==> src/rtl/channel_pkg.sv <==
// Shared types and constants for the channel impairment stage.
// Mode and state encodings, LFSR taps and a 2-bit popcount helper.
package channel_pkg;

  typedef enum logic [1:0] {
    MODE_CLEAN  = 2'b00,
    MODE_BURST  = 2'b01,
    MODE_RANDOM = 2'b10
  } mode_t;

  typedef enum logic [1:0] {
    IDLE   = 2'b00,
    ACTIVE = 2'b01,
    DONE   = 2'b10
  } state_t;

  // x^16 + x^14 + x^13 + x^11 + 1, right-shifting Galois form
  localparam logic [15:0] LFSR_TAPS = 16'hB400;

  function automatic logic [1:0] popcount2(input logic [1:0] v);
    return {1'b0, v[1]} + {1'b0, v[0]};
  endfunction

endpackage

==> src/rtl/channel_lfsr.sv <==
// 16-bit Galois LFSR that steps once per asserted adv_i.
// state_o is the current value, before the step taken on this edge.
module channel_lfsr
  import channel_pkg::*;
#(
  parameter logic [15:0] SEED = 16'hACE1
) (
  input  logic        clk,
  input  logic        rst,
  input  logic        adv_i,
  output logic [15:0] state_o
);

  logic [15:0] lfsr_q, lfsr_d;

  always_comb begin
    lfsr_d = lfsr_q;
    if (adv_i) lfsr_d = (lfsr_q >> 1) ^ (lfsr_q[0] ? LFSR_TAPS : 16'h0000);
  end

  always_ff @(posedge clk) begin
    if (rst) lfsr_q <= SEED;
    else     lfsr_q <= lfsr_d;
  end

  assign state_o = lfsr_q;

endmodule

==> src/rtl/channel_injector.sv <==
// Registers encoder symbols through to the decoder, XOR-ing an error mask onto
// selected symbols inside a measurement window and keeping BER counters.
//
// state  | meaning
// IDLE   | after reset, no symbol accepted yet
// ACTIVE | inside the measurement window, injection allowed
// DONE   | window complete, symbols pass clean, error counters frozen
module channel_injector
  import channel_pkg::*;
#(
  parameter int          PERIOD_LOG2 = 5,
  parameter int          BURST_LEN   = 2,
  parameter int          WINDOW      = 256,
  parameter logic [15:0] LFSR_SEED   = 16'hACE1
) (
  input  logic        clk,
  input  logic        rst,
  input  logic        enable_i,
  input  logic [1:0]  sym_i,
  input  logic [1:0]  mode_i,
  input  logic [1:0]  err_mask_i,
  output logic        valid_o,
  output logic [1:0]  sym_o,
  output logic        inj_o,
  output logic [15:0] sym_ct_o,
  output logic [15:0] err_sym_ct_o,
  output logic [15:0] bad_bit_ct_o,
  output logic        window_done_o
);

  localparam int          PERIOD      = 1 << PERIOD_LOG2;
  localparam logic [15:0] PHASE_MASK  = 16'(PERIOD - 1);
  localparam logic [15:0] BURST_START = 16'(PERIOD - BURST_LEN);
  localparam logic [15:0] LAST_K      = 16'(WINDOW - 1);
  localparam logic [15:0] CT_MAX      = 16'hFFFF;

  state_t      state_q, state_d;
  logic        valid_q;
  logic [1:0]  sym_q, sym_d;
  logic        inj_q, inj_d;
  logic [15:0] sym_ct_q, sym_ct_d;
  logic [15:0] err_ct_q, err_ct_d;
  logic [15:0] bad_ct_q, bad_ct_d;
  logic [15:0] lfsr;
  logic        sel;
  logic [16:0] bad_sum;

  channel_lfsr #(.SEED(LFSR_SEED)) u_lfsr (
    .clk     (clk),
    .rst     (rst),
    .adv_i   (enable_i),
    .state_o (lfsr)
  );

  // k is sym_ct_q; the LFSR value used is the one before this symbol's step
  always_comb begin
    sel = 1'b0;
    case (mode_i)
      MODE_BURST:  sel = (sym_ct_q & PHASE_MASK) >= BURST_START;
      MODE_RANDOM: sel = (lfsr & PHASE_MASK) == 16'h0000;
      default:     sel = 1'b0;
    endcase
    if (state_q == DONE) sel = 1'b0;
  end

  always_comb begin
    state_d  = state_q;
    sym_d    = sym_q;
    inj_d    = inj_q;
    sym_ct_d = sym_ct_q;
    err_ct_d = err_ct_q;
    bad_ct_d = bad_ct_q;
    bad_sum  = {1'b0, bad_ct_q} + {15'b0, popcount2(err_mask_i)};
    if (enable_i) begin
      sym_d = sel ? (sym_i ^ err_mask_i) : sym_i;
      inj_d = sel && (err_mask_i != 2'b00);
      if (sym_ct_q != CT_MAX) sym_ct_d = sym_ct_q + 16'd1;
      if (inj_d) begin
        if (err_ct_q != CT_MAX) err_ct_d = err_ct_q + 16'd1;
        bad_ct_d = bad_sum[16] ? CT_MAX : bad_sum[15:0];
      end
      case (state_q)
        IDLE:    state_d = (sym_ct_q == LAST_K) ? DONE : ACTIVE;
        ACTIVE:  if (sym_ct_q == LAST_K) state_d = DONE;
        default: state_d = state_q;
      endcase
    end
  end

  always_ff @(posedge clk) begin
    if (rst) begin
      state_q  <= IDLE;
      valid_q  <= 1'b0;
      sym_q    <= 2'b00;
      inj_q    <= 1'b0;
      sym_ct_q <= 16'h0000;
      err_ct_q <= 16'h0000;
      bad_ct_q <= 16'h0000;
    end else begin
      state_q  <= state_d;
      valid_q  <= enable_i;
      sym_q    <= sym_d;
      inj_q    <= inj_d;
      sym_ct_q <= sym_ct_d;
      err_ct_q <= err_ct_d;
      bad_ct_q <= bad_ct_d;
    end
  end

  assign valid_o       = valid_q;
  assign sym_o         = sym_q;
  assign inj_o         = inj_q;
  assign sym_ct_o      = sym_ct_q;
  assign err_sym_ct_o  = err_ct_q;
  assign bad_bit_ct_o  = bad_ct_q;
  assign window_done_o = (state_q == DONE);

endmodule

==> config.mk <==
export PLATFORM = sky130hd
export DESIGN_NAME = channel_injector
export DESIGN_NICKNAME = d
export VERILOG_FILES = /design/src/rtl/channel_pkg.sv /design/src/rtl/channel_lfsr.sv /design/src/rtl/channel_injector.sv
export SDC_FILE = /design/constraint.sdc
export NUM_CORES = 1
export LEC_CHECK = 0
export BUFFER_PORTS_ARGS = -buffer_cell sky130_fd_sc_hd__buf_4
export CORE_MARGIN = 4
export CORE_UTILIZATION = 55
export DETAILED_ROUTE_END_ITERATION = 8
export GPL_ROUTABILITY_DRIVEN = 0
export PLACE_DENSITY = 0.9
export RECOVER_POWER = 25
export SYNTH_ARGS = -nofsm -noshare
export SYNTH_HDL_FRONTEND = slang
export SYNTH_SLANG_ARGS = --single-unit
==> constraint.sdc <==
create_clock -name clk -period 2.5 [get_ports clk]
set_input_delay 0.125 -clock clk [delete_from_list [all_inputs] [get_ports clk]]
set_output_delay 0.125 -clock clk [all_outputs]
set_load 0.03 [all_outputs]
======== Word level (Yosys, flattened, before mapping) ========
Index checks and enable logic that the tools add are counted.
storage, ports and cells
  bits in registers ....................... 70
  input port bits ......................... 9
  output and inout port bits .............. 53
  word-level logic and storage cells ...... 40
cells by class
  add/sub/neg operators ................... 4
  order comparisons ....................... 1
  equal/unequal tests ..................... 8
  mux-type cells .......................... 8
  bitwise operators ....................... 2
  reduce and logical (&&, ||, !) cells .... 9
operators by type and width
  cell                                                  number
  adder 16 x 1 -> 16 bit, second input constant         2
  two-way mux 16 bit                                    2
  != test 16 bit, second input constant                 2
  adder 16 x 2 -> 17 bit                                1
  equality test 16 x 8 -> 1 bit, second input constant  1
  logical NOT 16 bit                                    1
  XOR 15 x 16 -> 16 bit                                 1
  two-way mux 2 bit                                     3
  AND reduction 3 bit                                   2
  >= comparator 5 bit, second input constant            1
  equality test 2 x 1 -> 1 bit, second input constant   2
  equality test 2 bit, second input constant            2
  case mux 2 bit (2 select lines)                       1
  AND reduction 2 bit                                   2
  nonzero test 2 bit                                    2
  adder 1 x 1 -> 2 bit                                  1
  logical NOT 2 bit                                     1
  != test 2 bit, second input constant                  1
  case mux 1 bit (2 select lines)                       1
  XOR 2 bit                                             1
  logical AND 1 bit                                     1
  two-way mux 1 bit                                     1

======== Longest topological paths before layout ========
Gate-level depths: netlist of run 1.
  depth after elaboration ................. 5
  gate-level depth with buffers ........... 10
  mapped depth without buffers ............ 9

======== Hierarchy ========
A second synthesis of run 1 with hierarchy kept.
second synthesis, totals
  cell total of the unflattened synthesis .. 377
  area total of the unflattened synthesis .. 3,363.2 um^2
by module, submodules not included
  module            instances  cells an instance  area an instance (um^2)  sequential area each (um^2)
  channel_injector  1          321                2,733.9                  1,081.0
  channel_lfsr      1          56                 629.4                    320.3

======== Least setup slack after synthesis of run 1 ========
No wires, ideal clock.
  path type ............................... register to register
  from .................................... reg bad_ct_q[0], in the netlist bad_bit_ct_o[0]
  to ...................................... reg bad_ct_q[3], in the netlist bad_bit_ct_o[3]
  library setup time ...................... 0.074 ns
  arrival ................................. 2.129 ns
  required time ........................... 2.426 ns
  path slack .............................. 0.297 ns
  cell stages (with the launch flop) ...... 11
  path buffers ............................ 1
  period minus slack after synthesis ...... 2.203 ns
  cell sequence ........................... dfxtp_1 -> inv_1 -> fa_1 -> inv_1 -> ha_1 -> and3_1 -> nand3_1 -> nor4_1 -> nand2_1 -> buf_2 -> o21ai_0
between the ends
  cells in the longest elaborated chain, start to end .. 2
RTL lines
  element                 RTL line                 source
  from (decl)             channel_injector.sv:43   logic [15:0] bad_ct_q, bad_ct_d;
  from (signal assigned)  channel_injector.sv:106  bad_ct_q <= bad_ct_d;
  adder 16 x 2 -> 17 bit  channel_injector.sv:73   bad_sum = {1'b0, bad_ct_q} + {15'b0, popcount2(err_mask_i)};
  two-way mux 16 bit      channel_injector.sv:80   bad_ct_d = bad_sum[16] ? CT_MAX : bad_sum[15:0];
Every way passes these cells.
A chain may end at the register's enable or synchronous reset.

======== Worst setup path in the final report of run 1 ========
  from .................................... reg u_lfsr.lfsr_q[3], in the netlist u_lfsr.state_o[3]
  to ...................................... reg bad_ct_q[15], in the netlist bad_bit_ct_o[15]
between the ends
  cells in the longest elaborated chain, start to end .. 5
RTL lines
  element                               RTL line                source
  from (decl)                           channel_lfsr.sv:14      logic [15:0] lfsr_q, lfsr_d;
  from (signal assigned)                channel_lfsr.sv:23      else lfsr_q <= lfsr_d;
  logical NOT 16 bit                    channel_injector.sv:60  MODE_RANDOM: sel = (lfsr & PHASE_MASK) == 16'h0000;
  case mux 1 bit (2 select lines)       channel_injector.sv:58  case (mode_i)
  two-way mux 1 bit                     channel_injector.sv:63  if (state_q == DONE) sel = 1'b0;
  logical AND 1 bit                     channel_injector.sv:76  inj_d = sel && (err_mask_i != 2'b00);
  AND reduction 2 bit (no source line)  -
Every way passes these cells.

==> impl_metrics.json, run 1 <==
{
  "status": "complete, no violations",
  "multiInputGateArea_sq_mm": 0.001743,
  "drc_errors": 0,
  "skew_ns": 0.007755,
  "r2r_setup_slack_ns": 0.19,
  "dp_hpwl_um": 5113,
  "antenna_found_initial": 0,
  "p_leak_nw": 1.501,
  "final_cell_mix": "dfxtp_1 (70), nor2_1 (55), buf_4 (52), xnor2_1 (25), nand2_1 (23)",
  "min_to": "sym_o[1]",
  "fin_crit_sh": 0.9258,
  "nNetsFinal": 450,
  "async_flop_share": 0,
  "ir_worst_vdd_mv": 0.4842,
  "gr-usage-met2": 0.3673,
  "wirelength_um": 7487,
  "cts.sinks": 70,
  "grt_pass1_vias": 2752,
  "grt.overflow.total": 0,
  "synth_area_sq_mm": 0.003249,
  "yosys.area_share.adder": 0.02926,
  "gr-usage-met1": 0.2547,
  "rows": 27,
  "synth_ff_type": "dfxtp_1",
  "yosysWarnings": 0,
  "portBuffers": 61,
  "ff_latch_area_sq_mm": 0.001401,
  "muxShareOfSynthArea": 0.03389,
  "worstSetupPathType": "register to register",
  "synth_top_family_by_area": "simple AND/OR/NAND/NOR gates",
  "grt_pass1_wl_um": 12650,
  "crit_path_max_fanout": 7,
  "synth-seq-cells": 70,
  "cts_tree": "done",
  "die-area_sq_mm": 0.007202,
  "fp.dieH_um": 84.87,
  "start_util": 0.5794,
  "synth_compound_area_frac": 0.08972,
  "utilization": 0.6992,
  "cts_root_buffer": "clkbuf_8",
  "synth-seq-area-share": 0.4313,
  "yosys.area_share.simple": 0.2772,
  "pwr_density_cell_mw_per_mm2": 553.2,
  "drtAntennaViolNets": 0,
  "synth_xor_area_frac": 0.09973,
  "wl_per_cell_um": 14.68,
  "avgSynthCellArea_sq_um": 8.735,
  "drive_gt1_frac": 0.1689,
  "ys_types": 43,
  "start_kind": "register",
  "fin_ws_ns": 0.1855,
  "fill_cells": 454,
  "synthCells": 372,
  "antenna_cells": 0,
  "critical_path.startpoint": "u_lfsr.state_o[3]",
  "reg2reg_depth": 6,
  "max_freq_mhz": 432.1,
  "setup_viol": 0,
  "hp-start": "sym_i[1]",
  "required_ns": 2.75,
  "top_usage_layer": "met2",
  "synth.net_count": 388,
  "worstMarginPinSlew_ns": 1.364,
  "cap_violations": 0,
  "core_sq_mm": 0.005608,
  "clk-insertion-delay-late_ns": 0.34,
  "clkTransAtPathRegs_ns": 0.07,
  "r2r_end": "bad_bit_ct_o[15]",
  "htree_levels": 3,
  "fp.dieW_um": 84.87,
  "grt_max_degree": 72,
  "vias": 2913,
  "ctsLongestPathBuffers": 2,
  "r2r-start": "u_lfsr.state_o[3]",
  "drt_first_iter_violations": 212,
  "cts_buffers": 9,
  "hp-class": "primary input to register",
  "area_growth_pct": 20.68,
  "crit_arrival_ns": 2.56,
  "maxSlewHeadroom": 0.09080,
  "place_ws_ns": -0.01067,
  "hold_depth": 3,
  "grt_util_met3": 0.06602,
  "viasPerCell": 5.712,
  "finalHoldViolCount": 0,
  "endpoint_kind": "register",
  "pin_count": 62,
  "final_common_cell": "dfxtp_1",
  "rsz0062_at_grt": "false",
  "synth_edf_count": 0,
  "dr.pass1.iters": 5,
  "drv_slew": 0,
  "min_period_ns": 2.314,
  "track_usage": 0.2136
}
[cell type report]
type / instances / share of cell area
flip-flops and latches: 70 / 0.3574
clock buffers: 14 / 0.03893
clock inverters: 1 / 0.007658
well taps: 72 / 0.02297
repair buffers: 68 / 0.1152
inverters: 14 / 0.01340
multi-input cells: 271 / 0.4445
[how the worst max path moves through the flow]
stage,cells past startpoint,to
after detailed placement,9,err_sym_ct_o[15]
after global routing,6,bad_bit_ct_o[15]
after global placement,9,err_sym_ct_o[13]
after CTS,6,err_sym_ct_o[15]
after floorplan,10,bad_bit_ct_o[3]
final,6,bad_bit_ct_o[15]
[sequential cells by signal (all words and copies together) (netlist names)]
| register | count |
|---|---|
| sym_o | 2 |
| state_q | 2 |
| err_sym_ct_o | 16 |
| u_lfsr.state_o | 16 |
| inj_o | 1 |
| valid_o | 1 |
| bad_bit_ct_o | 16 |
| sym_ct_o | 16 |
[worst max-delay path, cell delays in order, from the launching register on]
cell and delay (ns):
dfxtp_1 0.33, or4b_4 0.55, nor4_4 0.29, o21ai_2 0.18, nor4_1 0.56, a31oi_1 0.16, nor3_1 0.17
[cell usage after synthesis, types with 4 or more instances]
master,count,area share
clkbuf_1,12,0.014
and4_1,4,0.011
a211oi_1,4,0.0092
xor2_1,12,0.032
xnor2_1,25,0.067
mux2i_1,11,0.034
nor2_1,55,0.064
dfxtp_1,70,0.43
nor4_1,14,0.027
or3_1,5,0.0096
nand2_1,23,0.027
and3_1,5,0.0096
a21oi_1,9,0.014
nand3_1,17,0.026
nor2b_1,8,0.015
nor3_1,11,0.017
a211o_1,7,0.019
nand4_1,13,0.025
o21ai_0,12,0.018
ha_1,6,0.023
inv_1,14,0.016
[per-stage QoR]
step / setup TNS [ns] / std cells / cell area, sq um / hold slack (ns) / total power [mW]
floorplan: 0 / 372 / 3249 / 0.3304 / 1.285
global placement: 0 / 495 / 3776 / 0.4418 / 1.321
detailed placement: -0.01067 / 495 / 3776 / 0.4499 / 1.327
CTS: 0 / 510 / 3959 / 0.1271 / 2.194
global route: 0 / 510 / 3921 / 0.1200 / 2.259
finish: 0 / 510 / 3921 / 0.1319 / 2.169
[metal layers]
layer  vias up  wire length [um]  part of all wire
met5         -                 0                 0
met4         0                56            0.0075
met3         6               484             0.065
met2       111              3762              0.50
met1      1363              3184              0.43
li1       1433                 -                 -
[where the power goes]
group	internal [mW]	switching (mW)	total [mW]
sequential	1.14	0.0219	1.16
combinational	0.0568	0.0803	0.137
clock	0.485	0.384	0.869
total	1.68	0.486	2.17
[what timing repair did]
action / CTS / global route
hold buffers: 0 / 0
resized for setup: 0 / 3
setup endpoints to repair: 0 / 15
buffers inserted: 0 / 0
[cell families after synthesis]
group	after synthesis
compound gates	44
xor+xnor	37
fa+ha+maj	7
buf+inv	31
flops	70
mux	11
simple gates	172
Note: power is estimated with default switching activity, not from simulation.
==> run 2, diff against run 1 <==
- CORE_UTILIZATION: 55 -> 50
- PLACE_DENSITY: 0.9 -> 0.84
- SLEW_MARGIN: not set -> 10
==> impl_metrics.json, run 2 (synthesis results as in run 1) <==
{
  "start_kind": "register",
  "finalHoldViolCount": 0,
  "fp.dieW_um": 88.62,
  "area_growth_pct": 20.14,
  "rsz0062_at_grt": "false",
  "fp.dieH_um": 88.62,
  "crit_end": "err_sym_ct_o[7]",
  "clk-insertion-delay-late_ns": 0.34,
  "grt_max_degree": 72,
  "drt_first_iter_violations": 185,
  "ctsLongestPathBuffers": 2,
  "worstSetupPathType": "register to register",
  "viasPerCell": 5.527,
  "grt.overflow.total": 0,
  "pin_count": 62,
  "start_util": 0.5147,
  "cts_buffers": 9,
  "drc_errors": 0,
  "cts_root_buffer": "clkbuf_8",
  "skew_ns": 0.006500,
  "drive_gt1_frac": 0.1686,
  "report.power.total_mw": 2.099,
  "die-area_sq_mm": 0.007853,
  "final_cell_mix": "dfxtp_1 (70), nor2_1 (55), buf_4 (53), xnor2_1 (25), nand2_1 (23)",
  "critical_path.startpoint": "u_lfsr.state_o[3]",
  "maxSlewHeadroom": 0.5365,
  "multiInputGateArea_sq_mm": 0.001728,
  "p_comb_frac": 0.066,
  "vias": 2852,
  "hold_depth": 3,
  "rows": 29,
  "cts_tree": "done",
  "dp.cells": 501,
  "layout.cells.non_filler": 516,
  "endpoint_kind": "register",
  "cap_violations": 0,
  "dp_hpwl_um": 4987,
  "fill_cells": 577,
  "wl_per_cell_um": 14.00,
  "grt_pass1_vias": 2609,
  "grt_pass1_wl_um": 12190,
  "ir_worst_vdd_mv": 0.2839,
  "crit_path_max_fanout": 16,
  "pwr-share-clk": 0.380,
  "worstMarginPinSlew_ns": 0.6952,
  "fin_crit_sh": 0.9128,
  "antenna_cells": 0,
  "track_usage": 0.1986,
  "ff_latch_area_sq_mm": 0.001401,
  "setup_viol": 0,
  "cts.sinks": 70,
  "p_leak_nw": 1.499,
  "r2r_end": "err_sym_ct_o[7]",
  "antenna_found_initial": 0,
  "max_freq_mhz": 438.2,
  "htree_levels": 3,
  "drv_slew": 0,
  "switching_share": 0.2337,
  "clkTransAtPathRegs_ns": 0.07,
  "r2r_setup_slack_ns": 0.22,
  "reg2reg_depth": 6,
  "portBuffers": 61,
  "wirelength_um": 7224,
  "final_common_cell": "dfxtp_1",
  "design_area_sq_mm": 0.003904,
  "dr.pass1.iters": 4,
  "core_sq_mm": 0.006314,
  "min_period_ns": 2.282,
  "required_ns": 2.70,
  "setup_tns_ns": 0,
  "cellInternalPower_mw": 1.608,
  "r2r-start": "u_lfsr.state_o[3]",
  "crit_arrival_ns": 2.48,
  "power.net_switching_uw": 490.5,
  "nNetsFinal": 451,
  "hp-class": "primary input to register",
  "place_area_sq_mm": 0.003790,
  "pwr_density_cell_mw_per_mm2": 537.7,
  "drtAntennaViolNets": 0,
  "p_seq_frac": 0.553,
  "status": "complete, no violations"
}
run 2: cell count changes in the layout (fill, tap and decap cells not counted):
cell	previous run	this run
clkinv_2	0	1
nor4_1	12	13
bufinv_16	1	0
buf_4	52	53
clkbuf_8	10	11
o211ai_2	0	1
nor4_2	2	1
clkbuf_2	1	0
o211ai_4	1	0
run 2: worst min-delay path by stage:
| stage | start | end | slack [ns] |
|---|---|---|---|
| 6_report | sym_i[0] | sym_o[0] | 0.08 |
| 5_1_grt | sym_i[0] | sym_o[0] | 0.07 |
| 4_1_cts | sym_i[0] | sym_o[0] | 0.07 |
| 3_5_place_dp | sym_i[0] | sym_o[0] | 0.43 |
| 3_3_place_gp | sym_i[0] | sym_o[0] | 0.43 |
| 2_1_floorplan | sym_i[0] | sym_o[0] | 0.33 |
run 2: critical path, cell delays in order (launching register included):
cell	delay [ns]
dfxtp_1	0.32
or4b_4	0.55
nor4_4	0.24
o211ai_2	0.33
nor4b_1	0.48
xnor2_1	0.17
nor2_1	0.05
run 2: repair_timing:
item	CTS	global route
buffers inserted	0	0
setup endpoints to repair	0	3
gates resized for setup	0	1
hold buffers	0	0
run 2: area by class of cell:
class	count	area share
flip-flops and latches	70	0.3590
multi-input cells	271	0.4426
clock buffers	14	0.04167
inverters	14	0.01346
repair buffers	69	0.1173
clock inverters	1	0.001282
well taps	77	0.02468
run 2: power by group through the flow:
stage	clock (mW)	combinational (mW)	sequential (mW)
global placement	0	0.140	1.19
finish	0.798	0.139	1.16
detailed placement	0	0.143	1.19
floorplan	0	0.0890	1.20
global route	0.879	0.156	1.16
CTS	0.821	0.144	1.16
run 2: routing by layer:
layer	up-vias	GRT usage	routed length (um)
met5	-	0	0
met3	8	0.06611	488
li1	1420	-	-
met1	1342	0.2695	3385
met4	0	0.06456	72
met2	82	0.2991	3278
run 2: stage by stage:
| step | setup WS, ns | hold WS [ns] | util |
|---|---|---|---|
| 6_report | 0.2179 | 0.08321 | 0.6183 |
| 5_1_grt | 0.03062 | 0.07066 | 0.6183 |
| 3_3_place_gp | 0.07612 | 0.4307 | 0.6003 |
| 3_5_place_dp | 0.01106 | 0.4344 | 0.6003 |
| 2_1_floorplan | 0.2967 | 0.3304 | - |
| 4_1_cts | 0.2111 | 0.06501 | 0.6268 |
==> run 3, diff against run 2 <==
- SYNTH_HIERARCHICAL: not set -> 1
==> impl_metrics.json, run 3 <==
{
  "top_usage_layer": "met2",
  "grt_max_degree": 74,
  "cts_tree": "done",
  "crit_arrival_ns": 2.53,
  "cpMostUsedCell": "inv_1",
  "critPathSlowestCell": "or4_4",
  "clkTransAtPathRegs_ns": 0.07,
  "cts-resized-gates": 0,
  "ctsLongestPathBuffers": 2,
  "endpoint_kind": "register",
  "max_freq_mhz": 437.4,
  "vias": 2807,
  "cpLargestDelayFamily": "simple AND/OR/NAND/NOR gates",
  "viasPerCell": 5.419,
  "min_period_ns": 2.286,
  "setup_tns_ns": 0,
  "p_leak_nw": 1.566,
  "crit_buf_inv": 2,
  "synth.net_count": 393,
  "fin_ws_ns": 0.2135,
  "fill_cells": 555,
  "nNetsFinal": 453,
  "gr-usage-met1": 0.2401,
  "synthMostInstantiatedCell": "dfxtp_1",
  "synth-seq-cells": 70,
  "cap_violations": 1,
  "async_flop_share": 0,
  "post_cts_buffers": 0,
  "drc_errors": 0,
  "gr-usage-met2": 0.2974,
  "dp_hpwl_um": 5092,
  "path_cells": "inv_1, fa_1, inv_1, ha_1, nand3_1, or4_4, o21ai_0",
  "setup_viol": 0,
  "r2r_setup_slack_ns": 0.21,
  "worstMarginPinSlew_ns": 1.526,
  "drv_slew": 74,
  "dr.pass1.iters": 4,
  "status": "finished with violations",
  "drive_gt1_frac": 0.2041,
  "finalHoldViolCount": 0,
  "fin_crit_sh": 0.9146,
  "yosysTopAreaCell": "dfxtp_1",
  "hold_depth": 3,
  "antenna_cells": 0,
  "hp-start": "sym_i[0]",
  "die-area_sq_mm": 0.008103,
  "ys_types": 53,
  "rows": 29,
  "synth_ff_type": "dfxtp_1",
  "grt.overflow.total": 0,
  "portBuffers": 61,
  "worstSetupPathType": "register to register",
  "pin_count": 62,
  "drtAntennaViolNets": 0,
  "synth_area_sq_mm": 0.003363,
  "htree_levels": 3,
  "start_kind": "register",
  "final_common_cell": "dfxtp_1",
  "synth_area_leaders": "dfxtp_1 (42%), nor2_1 (6.6%), xor2_1 (5.7%), xnor2_1 (4.4%), nand3_1 (3.4%)",
  "drt_first_iter_violations": 138,
  "cts_root_buffer": "clkbuf_8",
  "r2r_end": "bad_bit_ct_o[2]",
  "violations": "max-capacitance violations, max-slew violations",
  "reg2reg_depth": 7,
  "multiInputGateArea_sq_mm": 0.001799,
  "pwr_density_cell_mw_per_mm2": 549.3,
  "required_ns": 2.75,
  "grt_pass1_wl_um": 12610,
  "ir_worst_vdd_mv": 0.2925,
  "hp-class": "primary input to register",
  "utilization": 0.6201,
  "cts_buffers": 9,
  "yosysWarnings": 6,
  "area_growth_pct": 18.42,
  "rsz0062_at_grt": "false",
  "slowest_delay_ns": 0.74,
  "skew_ns": 0.008136,
  "cts.sinks": 70,
  "synthTopCellsByCount": "dfxtp_1 (70), nor2_1 (59), nand2_1 (25), nand3_1 (23), xor2_1 (22)",
  "hold_buffers": 0,
  "track_usage": 0.1864,
  "synth_top_area_frac": 0.4167,
  "grt_util_met3": 0.04674,
  "start_util": 0.5237,
  "core_sq_mm": 0.006422,
  "place_ws_ns": 0.1919,
  "ff_latch_area_sq_mm": 0.001401,
  "r2r-start": "bad_bit_ct_o[0]",
  "synthCells": 377,
  "min_to": "sym_o[0]",
  "crit_path_max_fanout": 13,
  "synth_edf_count": 0,
  "antenna_found_initial": 0,
  "grt_pass1_vias": 2670,
  "maxSlewHeadroom": -0.01753,
  "fp.dieH_um": 90.02,
  "final_cell_mix": "dfxtp_1 (70), nor2_1 (59), buf_4 (49), nand2_1 (25), nand3_1 (23)",
  "wirelength_um": 7202,
  "avgSynthCellArea_sq_um": 8.921,
  "synth-seq-area-share": 0.4167,
  "wl_per_cell_um": 13.90,
  "fp.dieW_um": 90.02,
  "clk-insertion-delay-late_ns": 0.34
}
==> run 3: cell type report <==
| cell class | instances | share of cell area |
|---|---|---|
| multi-input cells | 277 | 0.4518 |
| flip-flops and latches | 70 | 0.3519 |
| repair buffers | 64 | 0.1109 |
| clock inverters | 5 | 0.01257 |
| inverters | 15 | 0.01414 |
| clock buffers | 10 | 0.03456 |
| well taps | 77 | 0.02419 |
==> run 3: how the worst max path moves through the flow <==
stage,startpoint,end,slack (ns),cells after the start
floorplan,bad_bit_ct_o[0],bad_bit_ct_o[10],0.26,8
global placement,sym_ct_o[1],err_sym_ct_o[8],0.28,7
detailed placement,sym_ct_o[1],err_sym_ct_o[5],0.19,7
CTS,sym_ct_o[1],err_sym_ct_o[5],0.15,7
global route,bad_bit_ct_o[0],bad_bit_ct_o[2],0.06,7
finish,bad_bit_ct_o[0],bad_bit_ct_o[2],0.21,7
==> run 3: routing by layer <==
layer	routed length [um]	part of all wire
met4	101	0.014
met3	277	0.038
met1	3272	0.45
met2	3551	0.49
met5	0	0
==> run 3: worst register-to-register path, cell delays in order (launching register included) <==
cell and delay (ns):
dfxtp_1 0.35, inv_1 0.06, fa_1 0.35, inv_1 0.13
ha_1 0.20, nand3_1 0.25, or4_4 0.75, o21ai_0 0.12
==> run 3: logic make-up (layout without fill, tap and decap cells) <==
kind of cell	Yosys count	after routing	share of synthesized area
xor+xnor	39	39	0.1016
flops	70	70	0.4167
compound gates	43	43	0.09933
fa+ha+maj	7	7	0.02827
simple gates	177	177	0.2738
buf+inv	30	94	0.04687
mux	11	11	0.03348
==> run 3: stage by stage <==
step | power, mW | hold WS (ns) | cells | instance area (sq um)
after floorplan | 1.296 | 0.3605 | 377 | 3363
after global placement | 1.330 | 0.4407 | 502 | 3831
after detailed placement | 1.336 | 0.4558 | 502 | 3831
after CTS | 2.212 | 0.1546 | 517 | 4019
after global routing | 2.280 | 0.1581 | 518 | 3983
final | 2.188 | 0.1608 | 518 | 3983
==> run 3: report_power, final <==
part           switching [mW]  internal [mW]  total, mW
clock network           0.407          0.475      0.882
registers              0.0213           1.14       1.16
logic                  0.0849         0.0581      0.143
